**config.mk**
```make
export PLATFORM = sky130hd
export DESIGN_NAME = vec_wb_arbiter
export DESIGN_NICKNAME = d
export VERILOG_FILES = /design/src/rtl/vec_wb_arbiter.sv
export SDC_FILE = /design/constraint.sdc
export NUM_CORES = 1
export LEC_CHECK = 0
export BUFFER_PORTS_ARGS = -buffer_cell sky130_fd_sc_hd__buf_2
export CORE_AREA = 2 2 219 221
export DETAILED_ROUTE_END_ITERATION = 12
export DIE_AREA = 0 0 221 223
export PLACE_DENSITY = 0.44
export SYNTH_ARGS = -nofsm -noshare
export SYNTH_HDL_FRONTEND = slang
export SYNTH_SLANG_ARGS = --single-unit
```
**constraint.sdc**
```tcl
create_clock -name clk -period 3.1 [get_ports clk]
set_clock_uncertainty 0.05 [all_clocks]
set_input_delay 0.62 -clock clk [delete_from_list [all_inputs] [get_ports clk]]
set_output_delay 0.62 -clock clk [all_outputs]
set_load 0.01 [all_outputs]
```
**src/rtl/vec_wb_arbiter.sv**
```systemverilog
// vec_wb_arbiter: three-way round-robin write-back arbiter feeding one registered output beat.
// Burst locking is compiled in only when VEC_WB_LOCK_EN is defined.
//
// state    | meaning
// ---------+---------------------------------------------
// ST_EMPTY | output register empty, wb_valid = 0
// ST_FULL  | output register holds a beat, wb_valid = 1
module vec_wb_arbiter #(
    parameter int N = 8,
    parameter int M = 16,
    parameter int A = 4
) (
    input  logic                       clk,
    input  logic                       rst_n,
    input  logic [2:0]                 req_valid,
    output logic [2:0]                 req_ready,
    input  logic [2:0][A-1:0]          req_addr,
    input  logic [2:0][M-1:0][N-1:0]   req_data,
    input  logic [2:0]                 req_lock,
    output logic                       wb_valid,
    input  logic                       wb_ready,
    output logic [1:0]                 wb_sel,
    output logic [A-1:0]               wb_addr,
    output logic [M-1:0][N-1:0]        wb_data,
    output logic [15:0]                wb_grant_cnt
);

    typedef enum logic {ST_EMPTY = 1'b0, ST_FULL = 1'b1} state_t;

    state_t                  state_q, state_d;
    logic [1:0]              ptr_q, ptr_d;
    logic [1:0]              sel_q, sel_d;
    logic [A-1:0]            addr_q, addr_d;
    logic [M-1:0][N-1:0]     data_q, data_d;
    logic [15:0]             cnt_q, cnt_d;

    logic [2:0]              elig;
    logic [1:0]              start;
    logic [1:0]              win;
    logic [1:0]              win_next;
    logic                    any_valid;
    logic                    load;
    logic                    accept;

`ifdef VEC_WB_LOCK_EN
    logic                    locked_q, locked_d;
    logic [1:0]              owner_q, owner_d;

    // While locked only the owner may compete, even when it is idle.
    always_comb begin
        elig = req_valid;
        if (locked_q) begin
            elig = req_valid & (3'b001 << owner_q);
        end
    end
`else
    logic                    unused_lock;

    assign unused_lock = ^req_lock;

    always_comb begin
        elig = req_valid;
    end
`endif

    // An illegal pointer encoding arbitrates as 0 and is rewritten to 0.
    assign start     = (ptr_q > 2'd2) ? 2'd0 : ptr_q;
    assign any_valid = |elig;
    assign load      = (state_q == ST_EMPTY) | wb_ready;
    assign accept    = load & any_valid;
    assign win_next  = (win == 2'd2) ? 2'd0 : win + 2'd1;

    always_comb begin
        win = 2'd0;
        case (start)
            2'd1:    win = elig[1] ? 2'd1 : (elig[2] ? 2'd2 : 2'd0);
            2'd2:    win = elig[2] ? 2'd2 : (elig[0] ? 2'd0 : 2'd1);
            default: win = elig[0] ? 2'd0 : (elig[1] ? 2'd1 : 2'd2);
        endcase
    end

    always_comb begin
        req_ready = 3'b000;
        if (accept) begin
            req_ready = 3'b001 << win;
        end
    end

    always_comb begin
        state_d = state_q;
        ptr_d   = start;
        sel_d   = sel_q;
        addr_d  = addr_q;
        data_d  = data_q;
        cnt_d   = cnt_q;
`ifdef VEC_WB_LOCK_EN
        locked_d = locked_q;
        owner_d  = owner_q;
`endif
        if (load) begin
            if (accept) begin
                state_d = ST_FULL;
                sel_d   = win;
                addr_d  = req_addr[win];
                data_d  = req_data[win];
                cnt_d   = cnt_q + 16'd1;
`ifdef VEC_WB_LOCK_EN
                if (req_lock[win]) begin
                    locked_d = 1'b1;
                    owner_d  = win;
                end else begin
                    locked_d = 1'b0;
                    ptr_d    = win_next;
                end
`else
                ptr_d = win_next;
`endif
            end else begin
                state_d = ST_EMPTY;
            end
        end
    end

    always_ff @(posedge clk or negedge rst_n) begin
        if (!rst_n) begin
            state_q <= ST_EMPTY;
            ptr_q   <= 2'd0;
            sel_q   <= 2'b00;
            addr_q  <= '0;
            data_q  <= '0;
            cnt_q   <= 16'd0;
        end else begin
            state_q <= state_d;
            ptr_q   <= ptr_d;
            sel_q   <= sel_d;
            addr_q  <= addr_d;
            data_q  <= data_d;
            cnt_q   <= cnt_d;
        end
    end

`ifdef VEC_WB_LOCK_EN
    always_ff @(posedge clk or negedge rst_n) begin
        if (!rst_n) begin
            locked_q <= 1'b0;
            owner_q  <= 2'd0;
        end else begin
            locked_q <= locked_d;
            owner_q  <= owner_d;
        end
    end
`endif

    assign wb_valid     = (state_q == ST_FULL);
    assign wb_sel       = sel_q;
    assign wb_addr      = addr_q;
    assign wb_data      = data_q;
    assign wb_grant_cnt = cnt_q;

endmodule

```
==> impl_metrics.tcl <==
set metrics [dict create \
    status "finished, final reports clean" \
    core_sq_um 47100 \
    grt_pass1_wl_mm 48.2 \
    cts_root_buffer "clkbuf_16" \
    power_mw 10.5 \
    critPathRequiredTime_ns 2.43 \
    yosys.area.top_type "dfrtp_1" \
    critPathMaxFanout 7 \
    cp-start-kind "register" \
    mostFrequentLayoutCell "buf_2" \
    synthTopCellsByArea "dfrtp_1 47%, mux2i_1 16%, o221ai_1 14%, nand2_1 6.7%, inv_1 6.4%" \
    wl_per_cell_um 16.1 \
    rsz0062_at_grt "true" \
    setup_viol 0 \
    synth.cell_area_sq_um 8070 \
    post-place-ws_ns 0.467 \
    routabilityCongestion 0.854 \
    cts_tree "done" \
    yosys_register_bits 153 \
    cp_cell_sequence "inv_1 > ha_1 > nor2b_1 > a211o_1 > nand2b_4 > nor2_1 > buf_2" \
    period_share 0.948 \
    crit_slowest_cell "dfrtp_1" \
    hold_class "in -> async" \
    worst_slew_pin_slew_ns 0.803 \
    numCtsBuffers 17 \
    antenna_found_initial 2 \
    n_antenna_cell 0 \
    endpoint_kind "output pin" \
    wl_mm 31.8 \
    finalHoldViolCount 0 \
    clock_latency_ns 0.47 \
    grt.overflow.total 0 \
    dr.pass1.iters 4 \
    grt_use_total 0.128 \
    leakagePower_nw 6.45 \
    rows 80 \
    io_buffers 555 \
    yosysTopAreaCellShare 0.474 \
    cts-htree-levels 4 \
    fp.dieW_um 221 \
    synth_fp_nets 1226 \
    peakVddDrop_uv 393 \
    cts.sinks 153 \
    drv_slew 0 \
    cts_hold_buf 0 \
    critPathKind "reg -> out" \
    grt_start_max_net_pins 68 \
    start_util 0.171 \
    die-height_um 223 \
    ant_nets 0 \
    fin_area_sq_um 12300 \
    avgSynthCellArea_sq_um 9.88 \
    dr_total_vias 8186 \
    ys_seq_area_frac 0.474 \
    fin_nets 1758 \
    layout_common_cells "554 x buf_2, 153 x dfrtp_1, 144 x nand2_1" \
    dieArea_sq_um 49300 \
    power_density_nw_per_um2 851 \
    setup.worst_path.start "ptr_q[0]$_DFF_PN0_" \
    place_area_sq_um 11700 \
    max_freq_mhz 340 \
    synth_warnings 0 \
    fin_ws_ns 0.161 \
    max-cap-violations 0 \
    drc 0 \
    async_flop_share 1.00 \
    drive_gt1_frac 0.446 \
    clockBufferDepth 2 \
    drt-initial-drc-count 221 \
    max_slew_margin 0.463 \
    viasPerCell 4.14 \
    yosys.cell_types.count 33 \
    rr_startpoint "ptr_q[0]$_DFF_PN0_" \
    dp_hpwl_mm 24.2 \
    ioPinCount 559 \
    areaGrowthSynthToFinish_pct 52.3 \
    fin_setup_tns_ns 0 \
    cpPeakStageDelay_ns 0.35 \
    grt_pass1_vias 8319 \
    clk_pin_slew_ns 0.06 \
    cp.arrival_ns 2.27 \
    layout_min_cycle_time_ns 2.94 \
    netlist_instances 817 \
    ys.flop_type "dfrtp_1" \
    synth-edff-count 0 \
]
## layer usage
metal | track usage | vias to the layer above | share of wire
met5 | 0 | - | 0.00060
met4 | 0.0485 | 4 | 0.023
met3 | 0.0464 | 36 | 0.071
met2 | 0.219 | 336 | 0.50
met1 | 0.145 | 3875 | 0.40
li1 | - | 3935 | -
## registers in the layout (all words and copies together) (netlist names)
name / cells
wb_data: 128
wb_grant_cnt: 16
wb_addr: 4
ptr_q: 2
wb_sel: 2
wb_valid: 1
## Yosys cell counts (2+ instances only)
cell	instances
buf_1	3
buf_2	16
buf_4	6
clkbuf_1	33
dfrtp_1	153
ha_1	4
inv_1	137
mux2i_1	132
nand2_1	145
nand2b_1	2
nand3_1	4
nand4_1	5
nor2_1	6
nor2b_1	3
nor3_1	5
nor4_1	2
o221ai_1	132
xnor2_1	8
xor2_1	7
## logic make-up (layout without fill, tap and decap cells)
| group | after synthesis | after routing | share of synthesized area |
|---|---|---|---|
| muxes | 132 | 132 | 0.164 |
| buffers and inverters | 196 | 741 | 0.0973 |
| DFF | 153 | 153 | 0.474 |
| xor gates and xnor gates | 15 | 15 | 0.0163 |
| and+or+nand+nor | 179 | 179 | 0.0927 |
| adders and majority gates | 4 | 4 | 0.00620 |
| AOI/OAI and AO/OA | 138 | 138 | 0.150 |
## report_power, final
| part | switching, mW | internal, mW |
|---|---|---|
| Sequential | 0.532 | 2.95 |
| Clock | 0.916 | 1.41 |
| Combinational | 2.60 | 2.05 |
## worst paths after layout
check	to	slack (ns)	cells past startpoint
worst max-delay path	req_ready[0]	0.16	7
worst max register to register	wb_data[24]$_DFFE_PN0P_	0.62	8
max in group asynchronous	wb_data[1]$_DFFE_PN0P_	2.27	2
worst min register to register	wb_data[58]$_DFFE_PN0P_	0.43	2
worst min-delay path	wb_data[73]$_DFFE_PN0P_	0.07	1
min in group clk	wb_data[24]$_DFFE_PN0P_	0.39	3
## stage by stage
step	instances	hold WS, ns	utilization
2_1_floorplan	817	0.274	-
3_5_place_dp	1945	0.420	0.247
4_1_cts	1977	0.0405	0.261
3_3_place_gp	1945	0.413	0.247
5_1_grt	1977	0.0707	0.261
6_report	1977	0.0651	0.261
## cell type report
type | count | area [sq um]
Fill cell | 5109 | 34900
Inverter | 137 | 514
Tap cell | 615 | 769
Timing Repair Buffer | 572 | 3050
Sequential cell | 153 | 3830
Multi-Input combinational cell | 468 | 3490
Clock buffer | 22 | 474
Clock inverter | 10 | 164
## critical path, delay by kind of cell, from the launching register on
family                     cells  cell delay (ns)
DFF                            1             0.35
and+or+nand+nor                3             0.55
AOI/OAI and AO/OA              1             0.35
buffers and inverters          2             0.22
adders and majority gates      1             0.34
## timing repair
item	CTS	global route
resized for setup	0	0
buffers inserted	0	0
setup endpoints to repair	0	2
No activity file was read; power rests on OpenSTA's default activity.
